==> config.mk <==
export PLATFORM = sky130hd
export DESIGN_NAME = fetch_sequencer
export DESIGN_NICKNAME = d
export VERILOG_FILES = /design/src/rtl/fetch_sequencer.sv
export SDC_FILE = /design/constraint.sdc
export NUM_CORES = 1
export LEC_CHECK = 0
export CAP_MARGIN = 40
export CELL_PAD_IN_SITES_DETAIL_PLACEMENT = 1
export CELL_PAD_IN_SITES_GLOBAL_PLACEMENT = 1
export CORE_MARGIN = 1.5
export CORE_UTILIZATION = 45
export CTS_CLUSTER_DIAMETER = 120
export DETAILED_ROUTE_END_ITERATION = 7
export DONT_BUFFER_PORTS = 1
export PLACE_DENSITY_LB_ADDON = 0.08
export SYNTH_ARGS = -nofsm -noshare
export SYNTH_HDL_FRONTEND = slang
export SYNTH_SLANG_ARGS = --single-unit
export TNS_END_PERCENT = 20
==> constraint.sdc <==
create_clock -name clk -period 12.15 [get_ports clk]
set_clock_uncertainty 0.1 [all_clocks]
set_input_delay 0 -clock clk [delete_from_list [all_inputs] [get_ports clk]]
set_output_delay 0 -clock clk [all_outputs]
set_load 0.01 [all_outputs]
==> src/rtl/fetch_sequencer.sv <==
// Instruction-fetch sequencer: owns the PC, buffers fetched words in a small FIFO for decode.
// Optional perf counters are enabled by defining FETCH_PERF_CNT_EN.
//
// state   | meaning
// --------+------------------------------------------------------
// S_FETCH | PC in range, capturing words into the fetch buffer
// S_END   | PC past the last legal word; buffer drains, no capture
// S_FAULT | misaligned redirect seen; fetch stopped until reset
module fetch_sequencer #(
    parameter logic [63:0] RESET_PC   = 64'd0,
    parameter int          MEM_BYTES  = 96,
    parameter int          FIFO_DEPTH = 2
) (
    input  logic        clk,
    input  logic        reset,
    output logic [63:0] imem_addr,
    input  logic [31:0] imem_rdata,
    input  logic        redirect_valid,
    input  logic [63:0] redirect_pc,
    output logic        if_valid,
    output logic [31:0] if_instr,
    output logic [63:0] if_pc,
    input  logic        id_ready,
    output logic        done,
    output logic        fault
`ifdef FETCH_PERF_CNT_EN
    ,
    output logic [31:0] perf_fetched,
    output logic [31:0] perf_flushed,
    output logic [31:0] perf_stall
`endif
);

    typedef enum logic [1:0] {S_FETCH, S_END, S_FAULT} state_t;

    localparam int          AW      = $clog2(FIFO_DEPTH);
    localparam logic [AW:0] DEPTH_C = (AW + 1)'(FIFO_DEPTH);
    localparam logic [63:0] LAST_PC = 64'(MEM_BYTES - 4);

    state_t      state;
    logic [63:0] pc;
    logic [63:0] pc_inc;
    logic [AW:0] wr_ptr;
    logic [AW:0] rd_ptr;
    logic [AW:0] count;
    logic [31:0] buf_instr [FIFO_DEPTH];
    logic [63:0] buf_pc    [FIFO_DEPTH];
    logic        empty;
    logic        full;
    logic        deq;
    logic        redir;
    logic        push;

    assign count  = wr_ptr - rd_ptr;
    assign empty  = (count == '0);
    assign full   = (count == DEPTH_C);
    assign deq    = !empty && id_ready;
    assign redir  = redirect_valid && (state != S_FAULT);
    assign push   = (state == S_FETCH) && (!full || deq) && !redir;
    assign pc_inc = pc + 64'd4;

    assign imem_addr = pc;
    assign if_valid  = !empty;
    assign if_instr  = buf_instr[rd_ptr[AW-1:0]];
    assign if_pc     = buf_pc[rd_ptr[AW-1:0]];
    assign done      = (state == S_END) && empty;
    assign fault     = (state == S_FAULT);

    always_ff @(posedge clk or posedge reset) begin
        if (reset) begin
            state  <= S_FETCH;
            pc     <= RESET_PC;
            wr_ptr <= '0;
            rd_ptr <= '0;
            for (int i = 0; i < FIFO_DEPTH; i++) begin
                buf_instr[i] <= '0;
                buf_pc[i]    <= '0;
            end
        end else if (redir) begin
            // Flush drops everything, including an entry decode is taking this edge.
            rd_ptr <= wr_ptr;
            if (redirect_pc[1:0] != 2'b00) begin
                state <= S_FAULT;
            end else begin
                pc    <= redirect_pc;
                state <= (redirect_pc > LAST_PC) ? S_END : S_FETCH;
            end
        end else begin
            if (deq) begin
                rd_ptr <= rd_ptr + 1'b1;
            end
            if (push) begin
                buf_instr[wr_ptr[AW-1:0]] <= imem_rdata;
                buf_pc[wr_ptr[AW-1:0]]    <= pc;
                wr_ptr <= wr_ptr + 1'b1;
                pc     <= pc_inc;
                if (pc_inc > LAST_PC) begin
                    state <= S_END;
                end
            end
        end
    end

`ifdef FETCH_PERF_CNT_EN
    logic [32:0] flushed_sum;

    assign flushed_sum = {1'b0, perf_flushed} + 33'(count);

    always_ff @(posedge clk or posedge reset) begin
        if (reset) begin
            perf_fetched <= '0;
            perf_flushed <= '0;
            perf_stall   <= '0;
        end else begin
            if (push && (perf_fetched != '1)) begin
                perf_fetched <= perf_fetched + 32'd1;
            end
            if (redir) begin
                perf_flushed <= flushed_sum[32] ? '1 : flushed_sum[31:0];
            end
            if ((state == S_FETCH) && full && !deq && (perf_stall != '1)) begin
                perf_stall <= perf_stall + 32'd1;
            end
        end
    end
`endif

endmodule
# After elaboration in Yosys (flattened, before gate mapping)
# Cells that the tools add are included.
# totals
register_bits	262
in_bits	100
out_inout_bits	163
wordCells	66
# op_classes
add_sub_neg	4
n_lt_le_gt_ge	5
n_eq_ne	5
muxes	22
bitwise	3
reduce_logical	19
# ops
operator	count
$mux 64	7
$bwmux 128	1
$gt 64x7->1 const B	2
$mux 32	4
$add 64x3->64 const B	1
$bwmux 64	1
$demux 64 s1	1
$demux 32 s1	1
$mux 2	6
$reduce_bool 2->1	4
$logic_and 1x1->1	6
$reduce_and 2->1	3
$add 2x1->2 const B	2
$eq 2x2->1 const B	2
$ge 2x2->1 const B	2
$logic_not 2->1	2
$ne 2x2->1 const B	2
$not 1->2	2
$logic_not 1->1	3
$eq 2x1->1 const B	1
$lt 2x1->1 const B	1
$sub 2x2->2	1
$logic_or 1x1->1	1
$mux 1	1
$not 1->1	1

# Logic depth before layout (Yosys ltp)
# logic_depth
depth_word	9
mapped_depth	11
mapped_depth_nobuf	10

# Worst setup path after synthesis
# Ideal clock, no wire load.
# synth_path
path_type	register to register
start	register pc[21], in the netlist imem_addr[21]
end	register state[0]
setup_ns	0.139
arrival_ns	2.817
t_required_ns	11.911
slack_ns	9.094
path_stages_with_launch	10
n_path_buf	1
path_cell_list	dfrtp_1 > buf_2 > nand4_4 > or4_1 > or4_4 > nor2_4 > xor2_2 > or4_1 > nor4_1 > a32oi_1
# synth_between
elab_chain_cells	4
# synth_rtl
item	line	text
from (decl)	41	logic [63:0] pc;
from (signal assigned)	85	pc <= redirect_pc;
from (signal assigned)	96	pc <= pc_inc;
$add 64x3->64	60	assign pc_inc = pc + 64'd4;
$gt 64x7->1	97	if (pc_inc > LAST_PC) begin
$reduce_bool 2->1 (no line)	-	
$reduce_and 2->1 (no line)	-	
to (signal assigned)	86	state <= (redirect_pc > LAST_PC) ? S_END : S_FETCH;
to (decl)	40	state_t state;
# No other way between the ends.
# A chain may end at the register's enable or synchronous reset.

# Worst setup path in the final report
# layout_path
start	register pc[10], in the netlist imem_addr[10]
end	register state[0]
# Same word-level chain as after synthesis.

==> results by group <==
Status
  • Status: finished clean

Yosys
  • Synth top cells by count: 262 x dfrtp_1, 257 x mux2_2, 95 x nor2_1
  • Gate Count Post-Synth: 1313
  • Sequential share of the synthesized area: 47.10%
  • Yosys top cell by area: dfrtp_1
  • Seq cells post-synth: 262
  • Post-synth EDFFs: 0
  • Most numerous cell in the Yosys netlist: dfrtp_1
  • Ys flop type: dfrtp_1
  • Unique masters post-synth: 66
  • Async set-reset flop share out of synthesis: 100.0%
  • Synth top area share: 47.10%
  • Synthesized area: 0.01392 mm2
  • Mapped Nets: 1415
  • Top post-synthesis cells by area: dfrtp_1 47%, mux2_2 21%, o21ai_0 2.8%, a21oi_1 2.6%, nor2_1 2.6%
  • Yosys Warn Count: 0
  • Avg Synthesized Cell Area: 10.60 um2

Timing
  • RSZ-0062 raised after global routing: false
  • Slew headroom: 43.75%
  • Setup TNS: 0 ns
  • Setup violators final: 0
  • Achievable clock frequency: 250.2 MHz
  • Final hold vios: 0
  • Max-slew violations: 0
  • Min Tclk post-route: 3.997 ns
  • Worst-margin pin slew: 0.8437 ns
  • Fin crit share: 32.90%
  • Hold slack: 0.0002705 ns

Clock tree
  • Clock transition at path regs: 0.06 ns
  • Clk root buf: clkbuf_16
  • Htree depth: 1
  • Clock sinks: 262
  • Post-CTS Setup Inserts: 0
  • Post-CTS Hold Fix Bufs: 104
  • CTS tree: yes
  • # resized after CTS: 0
  • Latest clock arrival within the worst-skew pair: 0.56 ns
  • Max clock buf depth: 3
  • CTS Buf Count: 30

Floorplanning
  • I/O pin total: 263
  • Initial Utilization: 45.62%
  • Std-Cell Rows: 64
  • Full die area: 0.03200 mm2
  • Chip width: 178.9 um
  • Core area: 0.03051 mm2
  • Chip height: 178.9 um

Placed design
  • Post-DP Area: 0.01420 mm2
  • IO Port Bufs: 0
  • Gpl congestion: 0.8845
  • DP Wirelength: 29050 um

Drt
  • Residual DRC count: 0
  • DR iter-0 viols: 772
  • Vias per cell: 6.087
  • WL final: 43650 um
  • DRT Pass-1 Iters: 5
  • Final ANT Viol Nets: 0
  • Vias: 10.74k
  • Avg WL per Cell: 24.73 um

Cells and area
  • Layout Utilization: 53.18%
  • Layout cell share with drive strength beyond 1: 25.66%
  • Nets: 1450
  • Final Instance Area: 0.01623 mm2
  • Area delta synth->final: 16.57%

Worst setup path
  • Crit path DAT: 4.31 ns
  • Crit-path max FO: 14
  • Critical path class: reg2reg
  • Cells on worst reg2reg path: 8
  • Crit path capture type: flip-flop
  • CP Launch Type: flip-flop
  • WP data required: 12.46 ns

Global route
  • GRT Resource Usage Total: 27.24%
  • Initial antenna violation count: 1
  • First-pass GRT wire length: 67140 um
  • GR Overflow Total: 0
  • Largest net degree at the start of global routing: 115
  • Number of global-route vias before repair: 11.17k

Job
  • Max Cap Viol: 0

Power
  • Pwr/cell area: 260.2 mW/mm2
  • Leak Pwr: 6.703 nW
  • Tot Pwr: 4.222 mW
  • Peak supply drop: 0.0001339 V

Hold path
  • Hold Crit Class: in2async
[layout by cell type (no fill, tap or decap), types with 4 or more instances in the layout]
cell type	Yosys	layout
buf_4	1	13
inv_1	10	9
o21a_1	6	6
xor2_1	12	12
mux2_1	15	15
nand2b_1	5	4
nand2_1	69	67
clkbuf_1	75	6
o21ai_0	78	78
and4_1	13	13
nand3_1	39	39
clkinv_2	0	4
dfrtp_1	262	261
nor4_2	7	7
buf_16	0	4
a22oi_1	9	9
o22a_1	12	12
clkbuf_8	0	7
and2_1	9	8
a211oi_1	5	5
nand4_1	33	33
clkbuf_16	0	30
and3_1	13	13
xnor2_1	24	24
a32oi_1	4	4
o22ai_1	14	14
nand4_2	4	4
nor4_1	31	31
nor3b_1	4	4
a31oi_1	15	15
nor2_1	95	94
dlygate4sd3_1	0	104
mux2_2	257	257
nor3_1	30	30
a21oi_1	73	73
[metal layers]
layer / routed length, um / global-route usage (%) / vias to the layer above
met4: 1078 / 7.153 / 0
met1: 18610 / 35.96 / 5484
met2: 20660 / 44.85 / 341
met3: 3309 / 6.361 / 71
li1: - / - / 4848
met5: 0 / 0 / -
[kinds of logic (layout without fill, tap and decap cells)]
group	Yosys count	in the layout	synth area share, %
and+or+nand+nor	372	372	14.33
xor gates and xnor gates	37	37	2.382
buffers and inverters	130	185	3.784
AOI/OAI and AO/OA	236	236	10.08
DFF	262	262	47.10
muxes	274	274	22.15
adders and majority gates	2	2	0.1797
other	0	1	0
[critical path, stage by stage, from the launching register on]
cell and delay [ns]:
dfrtp_1 0.68, nand4_2 0.38, nor4_4 0.73, nand2_2 0.31, nor4_1 0.61, xor2_1 0.15
or4_1 0.42, nor4_1 0.31, a32oi_1 0.14
[power breakdown]
group	internal (mW)	leakage (nW)	switching, mW
Clock	0.536	0.482	0.364
Combinational	0.712	3.00	0.770
Sequential	1.27	3.22	0.573
Total	2.51	6.70	1.71
[cell type report]
cell class                      count  area, um2
Inverter                           11      48.80
Timing Repair Buffer              122       1269
Multi-Input combinational cell    921       6868
Fill cell                        3203      14280
Antenna cell                        1      2.502
Tap cell                          396      495.5
Clock buffer                       43      869.6
Sequential cell                   262       6560
Clock inverter                      9      112.6
[registers in the layout, indices dropped and copies added (netlist names)]
signal / cells
wr_ptr: 2
state: 2
buf_pc: 128
rd_ptr: 2
buf_instr: 64
imem_addr: 64
[path summary, 6_finish.rpt]
kind,startpoint,to,slack (ns)
setup / recovery,imem_addr[10],state[0],8.15
hold / removal,reset,buf_instr[3],0.0003
setup reg to reg,imem_addr[10],state[0],8.15
hold reg to reg,buf_pc[22],buf_pc[22],0.38
max in group asynchronous,reset,buf_pc[80],10.66
min in group clk,redirect_pc[1],state[1],0.05
[metrics by stage]
| step | setup slack (ns) | std cells |
|---|---|---|
| after global routing | 7.940 | 1765 |
| after CTS | 8.224 | 1764 |
| after detailed placement | 8.226 | 1608 |
| final | 8.153 | 1765 |
| after floorplan | 4.838 | 1313 |
| after global placement | 8.263 | 1602 |
No activity file was read; power rests on OpenSTA's default activity.
